**config.mk**
```make
export PLATFORM = sky130hd
export DESIGN_NAME = morphle_redport
export DESIGN_NICKNAME = d
export VERILOG_FILES = /design/src/rtl/morphle_pkg.sv /design/src/rtl/morphle_sync2.sv /design/src/rtl/morphle_redport.sv
export SDC_FILE = /design/constraint.sdc
export NUM_CORES = 1
export LEC_CHECK = 0
export CAP_MARGIN = 20
export CORE_ASPECT_RATIO = 1.25
export CORE_MARGIN = 2
export CORE_UTILIZATION = 52
export DETAILED_ROUTE_END_ITERATION = 10
export PLACE_DENSITY_LB_ADDON = 0.2
export SYNTH_ARGS = -nofsm -noshare
export SYNTH_HDL_FRONTEND = slang
export SYNTH_HIERARCHICAL = 1
export SYNTH_SLANG_ARGS = --single-unit
```
**constraint.sdc**
```tcl
create_clock -name clk -period 3.4 [get_ports clk]
set_input_delay 0.68 -clock clk [delete_from_list [all_inputs] [get_ports clk]]
set_output_delay 0.68 -clock clk [all_outputs]
set_load 0.01 [all_outputs]
```
**src/rtl/morphle_pkg.sv**
```systemverilog
// Shared lane encoding and state definitions for the Morphle red-cell edge port.
package morphle_pkg;

  localparam logic [1:0] VEMPTY = 2'b00;
  localparam logic [1:0] V0     = 2'b01;
  localparam logic [1:0] V1     = 2'b10;
  localparam logic [1:0] VILL   = 2'b11;

  typedef enum logic [2:0] {
    ST_IDLE  = 3'd0,
    ST_DRIVE = 3'd1,
    ST_RTZ   = 3'd2,
    ST_DONE  = 3'd3,
    ST_ERR   = 3'd4
  } state_e;

  function automatic logic [1:0] lane_enc(input logic b);
    return b ? V1 : V0;
  endfunction

endpackage

```
**src/rtl/morphle_sync2.sv**
```systemverilog
// Two-flop synchronizer bank for the asynchronous back rails.
module morphle_sync2 #(
  parameter int W = 16
) (
  input  logic         clk,
  input  logic         reset_n,
  input  logic [W-1:0] d_i,
  output logic [W-1:0] q_o
);

  logic [W-1:0] meta_q;
  logic [W-1:0] sync_q;

  always_ff @(posedge clk or negedge reset_n) begin
    if (!reset_n) begin
      meta_q <= '0;
      sync_q <= '0;
    end else begin
      meta_q <= d_i;
      sync_q <= meta_q;
    end
  end

  assign q_o = sync_q;

endmodule

```
**src/rtl/morphle_redport.sv**
```systemverilog
// Clocked red-cell edge port: drives a word into the ycell top row as dual-rail
// values, waits for a stable result on the back rails, returns to empty, delivers it.
//
//  state | meaning
//  IDLE  | ready for a word, all lanes empty
//  DRIVE | word on uin, waiting for every back lane to settle non-empty
//  RTZ   | lanes returned to empty, waiting for back rails to clear
//  DONE  | result presented, waiting for consumer
//  ERR   | timeout or illegal lane; array held in reset for 4 cycles
module morphle_redport
  import morphle_pkg::*;
#(
  parameter int N      = 8,
  parameter int STABLE = 2,
  parameter int TMO    = 255
) (
  input  logic           clk,
  input  logic           reset_n,
  input  logic [N-1:0]   in_data,
  input  logic           in_valid,
  output logic           in_ready,
  output logic [2*N-1:0] a_out,
  output logic [N-1:0]   a_uempty,
  input  logic [2*N-1:0] a_back,
  output logic           a_reset,
  output logic [N-1:0]   res_data,
  output logic           res_valid,
  input  logic           res_ready,
  output logic           err
);

  localparam int TW = $clog2(TMO + 1);
  localparam int SW = $clog2(STABLE + 1);

  state_e         state_q, state_d;
  logic [2*N-1:0] sb, sb_prev_q;
  logic [SW-1:0]  stab_q, stab_d;
  logic [TW-1:0]  tmo_q, tmo_d;
  logic [1:0]     ecnt_q, ecnt_d;
  logic [2*N-1:0] a_out_q, a_out_d;
  logic [N-1:0]   res_data_q, res_data_d;
  logic           in_ready_q, res_valid_q, a_reset_q, err_q;
  logic           all_full, all_empty, any_ill, stable_ok;

  morphle_sync2 #(.W(2*N)) u_sync (
    .clk     (clk),
    .reset_n (reset_n),
    .d_i     (a_back),
    .q_o     (sb)
  );

  // Count includes the current cycle, so a one-cycle glitch can never be accepted.
  always_comb begin
    stab_d = stab_q;
    if (sb != sb_prev_q) begin
      stab_d = '0;
    end else if (stab_q < SW'(STABLE)) begin
      stab_d = stab_q + 1'b1;
    end
    stable_ok = (stab_d == SW'(STABLE));
  end

  always_comb begin
    all_full  = 1'b1;
    all_empty = 1'b1;
    any_ill   = 1'b0;
    for (int i = 0; i < N; i++) begin
      if (sb[2*i +: 2] == VEMPTY) all_full = 1'b0;
      if (sb[2*i +: 2] != VEMPTY) all_empty = 1'b0;
      if (sb[2*i +: 2] == VILL) any_ill = 1'b1;
    end
  end

  always_comb begin
    state_d    = state_q;
    a_out_d    = a_out_q;
    res_data_d = res_data_q;
    tmo_d      = tmo_q;
    ecnt_d     = ecnt_q;
    case (state_q)
      ST_IDLE: begin
        if (in_valid && in_ready_q) begin
          for (int i = 0; i < N; i++) a_out_d[2*i +: 2] = lane_enc(in_data[i]);
          tmo_d   = TW'(TMO - 1);
          state_d = ST_DRIVE;
        end
      end
      ST_DRIVE: begin
        if (any_ill) begin
          state_d = ST_ERR;
        end else if (all_full && stable_ok) begin
          for (int i = 0; i < N; i++) res_data_d[i] = sb[2*i+1];
          a_out_d = '0;
          tmo_d   = TW'(TMO - 1);
          state_d = ST_RTZ;
        end else if (tmo_q == '0) begin
          state_d = ST_ERR;
        end else begin
          tmo_d = tmo_q - 1'b1;
        end
      end
      ST_RTZ: begin
        if (any_ill) begin
          state_d = ST_ERR;
        end else if (all_empty && stable_ok) begin
          state_d = ST_DONE;
        end else if (tmo_q == '0) begin
          state_d = ST_ERR;
        end else begin
          tmo_d = tmo_q - 1'b1;
        end
      end
      ST_DONE: begin
        if (res_ready) state_d = ST_IDLE;
      end
      ST_ERR: begin
        if (ecnt_q == 2'd0) state_d = ST_IDLE;
        else ecnt_d = ecnt_q - 1'b1;
      end
      default: state_d = ST_IDLE;
    endcase
    if (state_d == ST_ERR && state_q != ST_ERR) begin
      a_out_d = '0;
      ecnt_d  = 2'd3;
    end
  end

  // Outputs are registered from the next state so they change only at clock edges.
  always_ff @(posedge clk or negedge reset_n) begin
    if (!reset_n) begin
      state_q     <= ST_IDLE;
      sb_prev_q   <= '0;
      stab_q      <= '0;
      tmo_q       <= '0;
      ecnt_q      <= '0;
      a_out_q     <= '0;
      res_data_q  <= '0;
      in_ready_q  <= 1'b0;
      res_valid_q <= 1'b0;
      a_reset_q   <= 1'b1;
      err_q       <= 1'b0;
    end else begin
      state_q     <= state_d;
      sb_prev_q   <= sb;
      stab_q      <= stab_d;
      tmo_q       <= tmo_d;
      ecnt_q      <= ecnt_d;
      a_out_q     <= a_out_d;
      res_data_q  <= res_data_d;
      in_ready_q  <= (state_d == ST_IDLE);
      res_valid_q <= (state_d == ST_DONE);
      a_reset_q   <= (state_d == ST_ERR);
      err_q       <= err_q | (state_d == ST_ERR);
    end
  end

  assign in_ready  = in_ready_q;
  assign a_out     = a_out_q;
  assign a_uempty  = '0;
  assign a_reset   = a_reset_q;
  assign res_data  = res_data_q;
  assign res_valid = res_valid_q;
  assign err       = err_q;

endmodule

```
==> results of run 1 <==
## layer usage
metal	global-route usage [%]	part of all wire, %	vias to the layer above
met5	0	0	-
met4	8.49	2.2	0
met3	5.58	3.9	14
met2	31.0	51	50
met1	23.8	43	1119
li1	-	-	1103
## cell type report
type,count,area share (%)
clock buffer,11,3.39
inverter,10,0.841
sequential,91,51.0
multi-input combinational,166,27.7
timing repair buffer,58,13.1
tap,90,2.52
clock inverter,5,1.51
## power breakdown
part / internal, mW / leakage (nW) / switching [mW]
sequential: 1.26 / 1.09 / 0.133
clock: 0.392 / 0.112 / 0.383
combinational: 0.419 / 0.725 / 0.357
## through the flow
stage          hold slack (ns)  power [mW]
3_5_place_dp             0.335        2.19
5_1_grt                  0.358        3.11
4_1_cts                  0.323        2.98
2_1_floorplan            0.331        1.85
3_3_place_gp             0.333        2.17
6_report                 0.315        2.94
## path summary, 6_finish.rpt
| check | slack [ns] | endpoint | startpoint |
|---|---|---|---|
| min in group clk | 0.35 | u_sync/q_o[0]$_DFF_PN0_ | u_sync/meta_q[0]$_DFF_PN0_ |
| hold reg to reg | 0.35 | u_sync/q_o[0]$_DFF_PN0_ | u_sync/meta_q[0]$_DFF_PN0_ |
| hold / removal | 0.32 | tmo_q[1]$_DFFE_PN0P_ | reset_n |
| setup / recovery | 0.75 | err$_DFF_PN0_ | u_sync/q_o[11]$_DFF_PN0_ |
| max in group asynchronous | 2.38 | a_reset$_DFF_PN1_ | reset_n |
| setup reg to reg | 0.75 | err$_DFF_PN0_ | u_sync/q_o[11]$_DFF_PN0_ |
## critical path, stage by stage (launching register included)
cell and delay, ns:
dfrtp_1 0.45, xor2_1 0.19, nor4_2 0.36, nand4_2 0.21, o311ai_0 0.61, a21boi_0 0.34
o31ai_1 0.15, or2_1 0.23
## state kept, by name (all words and copies together), names as in the netlist
name / cells
tmo_q: 8
res_data: 8
err: 1
ecnt_q: 2
u_sync/q_o: 16
sb_prev_q: 16
a_reset: 1
state_q: 3
a_out: 16
res_valid: 1
stab_q: 2
u_sync/meta_q: 16
in_ready: 1
## logic make-up (layout without fill, tap and decap cells)
logic type               after synthesis  count (layout)  share of synthesized area [%]
multiplexers                           9               9                           2.78
XOR/XNOR                              17              17                           4.09
flip-flops                            91              91                           62.6
other                                  1               8                          0.103
AND/OR/NAND/NOR                       64              64                           11.5
buffers and inverters                 24              84                           4.26
AO/OA/AOI/OAI                         64              64                           13.3
adder cells (fa/ha/maj)                4               4                           1.37
## placed cells by master (no fill, tap or decap), types with 2 or more instances in the layout
cell type / count
nand2_1: 11
nand3_1: 2
ha_1: 4
nand3b_1: 2
dfrtp_1: 90
mux2_2: 9
o22ai_1: 2
conb_1: 8
nand2b_1: 2
o2bb2ai_1: 9
xor2_1: 16
a22o_1: 11
inv_1: 10
nor3_1: 7
buf_4: 3
a22oi_1: 5
a21oi_1: 8
clkbuf_8: 11
nor4_2: 5
nor4_1: 5
a21o_2: 2
o31ai_1: 3
o21ai_0: 11
nand4b_1: 2
inv_6: 2
nand4_1: 2
clkdlybuf4s50_1: 54
nor2_1: 12
==> metrics.md, run 1 <==
| Metric | Value |
|---|---|
| RSZ-0062 raised after global routing | false |
| Setup TNS | 0 ns |
| Inserted Clock Buffers | 9 |
| Ys flop type | dfrtp_1 |
| Yosys top cell area share | 61.8% |
| Final ANT Viol Nets | 0 |
| Worst R2R Path Depth | 7 |
| Worst setup SP type | register |
| CTS sink cnt | slightly above 90 |
| Gr ovfl total | 0 |
| WL final | ~6600 um |
| Initial core utilization | 52.9% |
| Final Core Density | about 65% |
| Num ports | 64 |
| Fin. max-slew vios | 0 |
| Post-DP Area | around 4200 um2 |
| Final std cells w/o fill | 431 |
| Share of layout cells above drive strength 1 | 14.7% |
| Final hold violation count | 0 |
| Max_cap viols | 0 |
| Die height | 97.6 um |
| Post-synth EDFFs | 0 |
| Final weighted congestion in routability-driven placement | 0.845 |
| Clk pin slew, worst setup/hold paths | roughly 0.09 ns |
| Largest net degree at the start of global routing | 48 |
| Worst min path class | in2async |
| DR iter-0 viols | 115 |
| Crit path kind | reg2reg |
| Die area | 7690 um2 |
| Mean number of vias per cell | 5.30 |
| Yosys warns | 6 |
| Clock Skews | 0.0102 ns |
| Final min period | around 2.7 ns |
| Worst slack, placed | 0.782 ns |
| # hold bufs at CTS | 0 |
| DP HPWL | 4670 um |
| Syn-to-layout area delta | 22.6% |
| Fin crit share | 78.0% |
| # H-tree levels | 3 |
| PnR worst setup slack | 0.750 ns |
| Die Wd | 78.9 um |
| Post-CTS setup buffers | 0 |
| N_diodes | 0 |
| Antenna violations before repair | 0 |
| DRC viols | 0 |
| Critical path arrival | slightly below 3 ns |
| Area of the multi-input gates | 1230 um2 |
| Post-synth top area cell | dfrtp_1 |
| # resized after CTS | 0 |
| Clk Latency, worst-skew pair | 0.36 ns |
| Fmax achieved | between 300 and 400 MHz |
| CTS Buffer Depth | 2 |
| Design Area, Final | 4470 um2 |
| WL/cell | between 15 and 20 um |
| Row count | 34 |
| Cell area power density | between 600 and 700 nW/um2 |
| Root Driver | clkbuf_8 |
| NumNets Final | 368 |
| Synth top cells by count | dfrtp_1, xor2_1, nor2_1 |
| Run status | finished, final reports clean |
| Largest cells by area after synthesis | dfrtp_1, xor2_1, mux2_2, a22o_1, o2bb2ai_1 |
| Core box area | 6890 um2 |
| CTS tree | done |
| Rel. slew slack | 46.0% |
| Maximum VDD drop | 0.384 mV |
| Setup-failing EPs final | 0 |
| Global Route Usage Sum | 19.1% |
| DRT Pass-1 Iters | 4 |
| Vias | 2286 |
| Number of global-route vias before repair | 2402 |
| Crit. End Element | register |
| Syn Inst Count | about 270 |
| Critical path fanouts, max | 6 |
| Port Buf Inserts | 55 |
| Library cells used by synthesis | 58 |
| FILL cells | 528 |
| Average instance area after synthesis | about 13 um2 |
| Worst path required time | around 3.6 ns |
| #FFs+latches synth | 91 |
| Asr flop ratio synth | 100% |
| Total leakage power | ~1.9 nW |
| Register area | 2280 um2 |
| Worst Max-Slew Pin Slew | 0.808 ns |
| Cell area after synthesis | approximately 3600 um2 |
| Seq/Total Area, Yosys | between 60% and 70% |
| First-pass GRT wire length | approximately 11000 um |
| Placed cell count | approximately 420 |
| Most frequent cell after synthesis | dfrtp_1 |
(Power assumes the default switching activity.)
==> inputs of run 2 (changes only) <==
- CORE_UTILIZATION: 52 -> 47
- clock period: 3.4 -> 2.1 ns (I/O delays scaled with it)
==> run 2 against run 1 <==
The flow now finishes with violations (negative setup slack). Sequential power up 63%. Critical path depth down 1. Clock power up 42%. Wire length grew 13%. Die area up 10%. Design area rose by 12%. Sequential cell count unchanged. Total power is 68% higher. First-iteration DRC count shrank 20%. Count of clock-buffer cells in the layout shrank 2. Largest cell class unchanged.
==> metrics.md, run 2 (synthesis results as in run 1) <==
| Metric | Value |
|---|---|
| Final weighted congestion in routability-driven placement | 0.870 (+2.9%) |
| Mean number of vias per cell | 5.23 (-1.5%) |
| DRT Pass-1 Iters | 6 (+2) |
| Die area | 8470 um2 (+10%) |
| Met2 wire length | 3970 um (+18%) |
| Top Metal Used | met4 |
| Clk Latency, worst-skew pair | 0.35 ns (about the same) |
| # H-tree levels | 3 (unchanged) |
| Maximum VDD drop | 0.643 mV (+67%) |
| Share of layout cells above drive strength 1 | 31.3% (+17 points) |
| DR iter-0 viols | 92 (-20%) |
| Port Buf Inserts | 55 (unchanged) |
| Final min period | 2.35 ns (-0.302 ns) |
| Total leakage power | 2.22 nW (+15%) |
| Most frequent cells in the layout | dfrtp_1, buf_4, clkdlybuf4s50_1, xor2_1, nor2_1 |
| Num ports | 64 (unchanged) |
| Post-DP Area | 4640 um2 (+9.4%) |
| Syn-to-layout area delta | 37.5% |
| Fin crit share | 112% (+34 points) |
| Hold Path Sink | u_sync/q_o[9]$_DFF_PN0_ |
| Rel. slew slack | 64.0% (+18 points) |
| Hold Crit Depth | 0 |
| Final hold slack | 0.354 ns (+0.0393 ns) |
| Critical path arrival | 2.59 ns (-0.30 ns) |
| Wire length on met1 | 3130 um (+10%) |
| Clk pin slew, worst setup/hold paths | 0.09 ns (about the same) |
| Max_cap viols | 0 (unchanged) |
| Clock Skews | 0.00811 ns (-0.00207 ns) |
| CTS tree | done |
| Critical path fanouts, max | 8 (+2) |
| CTS Buffer Depth | 2 (unchanged) |
| R2R setup slack | -0.25 ns (-1.00 ns) |
| RSZ-0062 raised after global routing | true |
| Max incr delay on CP | 0.44 ns (-0.17 ns) |
| Hold Startpoint | u_sync/meta_q[9]$_DFF_PN0_ |
| Global Route Usage Sum | 19.3% (+0.12 points) |
| NumNets Final | 427 (+16%) |
| Buf/Inv on CP | 0 (unchanged) |
| Reg2reg end | tmo_q[2]$_DFFE_PN0P_ |
| Reg2reg start | sb_prev_q[3]$_DFF_PN0_ |
| Largest net degree at the start of global routing | 52 (+8.3%) |
| Worst R2R Path Depth | 6 (-1) |
| Root Driver | clkbuf_8 |
| WL/cell | 15.2 um (-1.2%) |
| WL final | 7460 um (+13%) |
| Row count | 35 (+2.9%) |
| Initial core utilization | 48.9% (-3.9 points) |
| Commonest non-fill, non-tap cell in the layout | dfrtp_1 |
| Worst Max-Slew Pin Slew | 0.540 ns (-0.268 ns) |
| CP max-delay cell | or3_4 |
| Crit-path leading delay family | simple AND/OR/NAND/NOR gates |
| Vias | 2571 (+12%) |
| Inserted Clock Buffers | 9 (unchanged) |
| Met3 WL post-DR | 241 um (-6.2%) |
| N_diodes | 0 (unchanged) |
| Final ANT Viol Nets | 0 (unchanged) |
| CTS sink cnt | 91 (unchanged) |
| Number of global-route vias before repair | 2635 (+9.7%) |
| Fmax achieved | 426 MHz (+13%) |
| Worst min path class | reg2reg |
| Gr ovfl total | 0 (unchanged) |
| Total Power | 4.94 mW (+68%) |
| DRC viols | 0 (unchanged) |
| Run status | finished with violations |
| PnR worst setup slack | -0.249 ns (-0.998 ns) |
| CP Cell Sequence | xor2_1 > nor4_2 > nand4_2 > or3_4 > a211o_4 > a22o_1 |
| Crit. End Element | register |
| Worst setup SP type | register |
| DP HPWL | 5290 um (+13%) |
| Die height | 102 um (+5.0%) |
| Core box area | 7440 um2 (+8.0%) |
| Worst path required time | 2.34 ns (-1.30 ns) |
| Final hold violation count | 0 (unchanged) |
| Design Area, Final | 5010 um2 (+12%) |
| Die Wd | 82.7 um (+4.9%) |
| Cell area power density | 987 nW/um2 (+50%) |
| Failing checks | negative setup slack |
| Fin. max-slew vios | 0 (unchanged) |
| Setup-failing EPs final | 38 (+38) |
| Crit path kind | reg2reg |
| Antenna violations before repair | 0 (unchanged) |
| First-pass GRT wire length | 12200 um (+8.2%) |
-- run 2: changes by cell type in the layout (fill, tap and decap cells not counted), sizes merged --
cell / delta
clkinvlp: +2
buf: +58
clkbuf: -2
inv: +1
dlygate4sd3: +1
bufinv: -1
-- run 2: final cells by class --
cell class | count | area (um2)
Clock buffer | 9 | 124
Clock inverter | 7 | 60.1
Fill cell | 582 | 2430
Inverter | 10 | 37.5
Multi-Input combinational cell | 166 | 1350
Sequential cell | 91 | 2280
Tap cell | 92 | 115
Timing Repair Buffer | 117 | 1040
-- run 2: what timing repair did --
action | 4_1_cts | 5_1_grt
hold buffers | 1 | 0
gates cloned | 0 | 0
endpoints found under the hold margin | 11 | 0
pin swaps | 12 | 10
buffers inserted | 10 | 2
setup endpoints to repair | 40 | 41
resized for setup | 11 | 8
-- run 2: metal layers --
layer,vias to the layer above,track usage (%)
li1,1215,-
met1,1291,23.0
met2,54,32.6
met3,11,5.21
met4,0,7.82
met5,-,0
-- run 2: power breakdown --
part / internal [mW] / leakage (nW) / total [mW] / switching, mW
sequential: 2.04 / 1.09 / 2.27 / 0.235
combinational: 0.900 / 1.04 / 1.57 / 0.669
clock: 0.453 / 0.0901 / 1.10 / 0.650
total: 3.39 / 2.22 / 4.94 / 1.55
-- run 2: how the worst max path moves through the flow --
| stage | start | slack (ns) | cells past startpoint | end |
|---|---|---|---|---|
| 6_report | sb_prev_q[3]$_DFF_PN0_ | -0.25 | 6 | tmo_q[2]$_DFFE_PN0P_ |
| 4_1_cts | tmo_q[3]$_DFFE_PN0P_ | -0.20 | 8 | a_out[1]$_DFFE_PN0P_ |
| 2_1_floorplan | u_sync/q_o[10]$_DFF_PN0_ | -0.20 | 8 | tmo_q[0]$_DFFE_PN0P_ |
| 3_3_place_gp | sb_prev_q[10]$_DFF_PN0_ | -0.30 | 8 | err$_DFF_PN0_ |
| 3_5_place_dp | sb_prev_q[10]$_DFF_PN0_ | -0.35 | 8 | err$_DFF_PN0_ |
| 5_1_grt | u_sync/q_o[11]$_DFF_PN0_ | -0.34 | 8 | tmo_q[3]$_DFFE_PN0P_ |
-- run 2: stage by stage --
| stage | setup WS [ns] | setup TNS, ns | utilization, % | instances |
|---|---|---|---|---|
| 3_3_place_gp | -0.297 | -7.82 | 62.4 | 463 |
| 6_report | -0.249 | -6.35 | 67.3 | 492 |
| 2_1_floorplan | -0.195 | -2.62 | - | 281 |
| 3_5_place_dp | -0.354 | -10.45 | 62.4 | 463 |
| 5_1_grt | -0.338 | -10.45 | 67.3 | 492 |
| 4_1_cts | -0.202 | -5.51 | 66.6 | 490 |
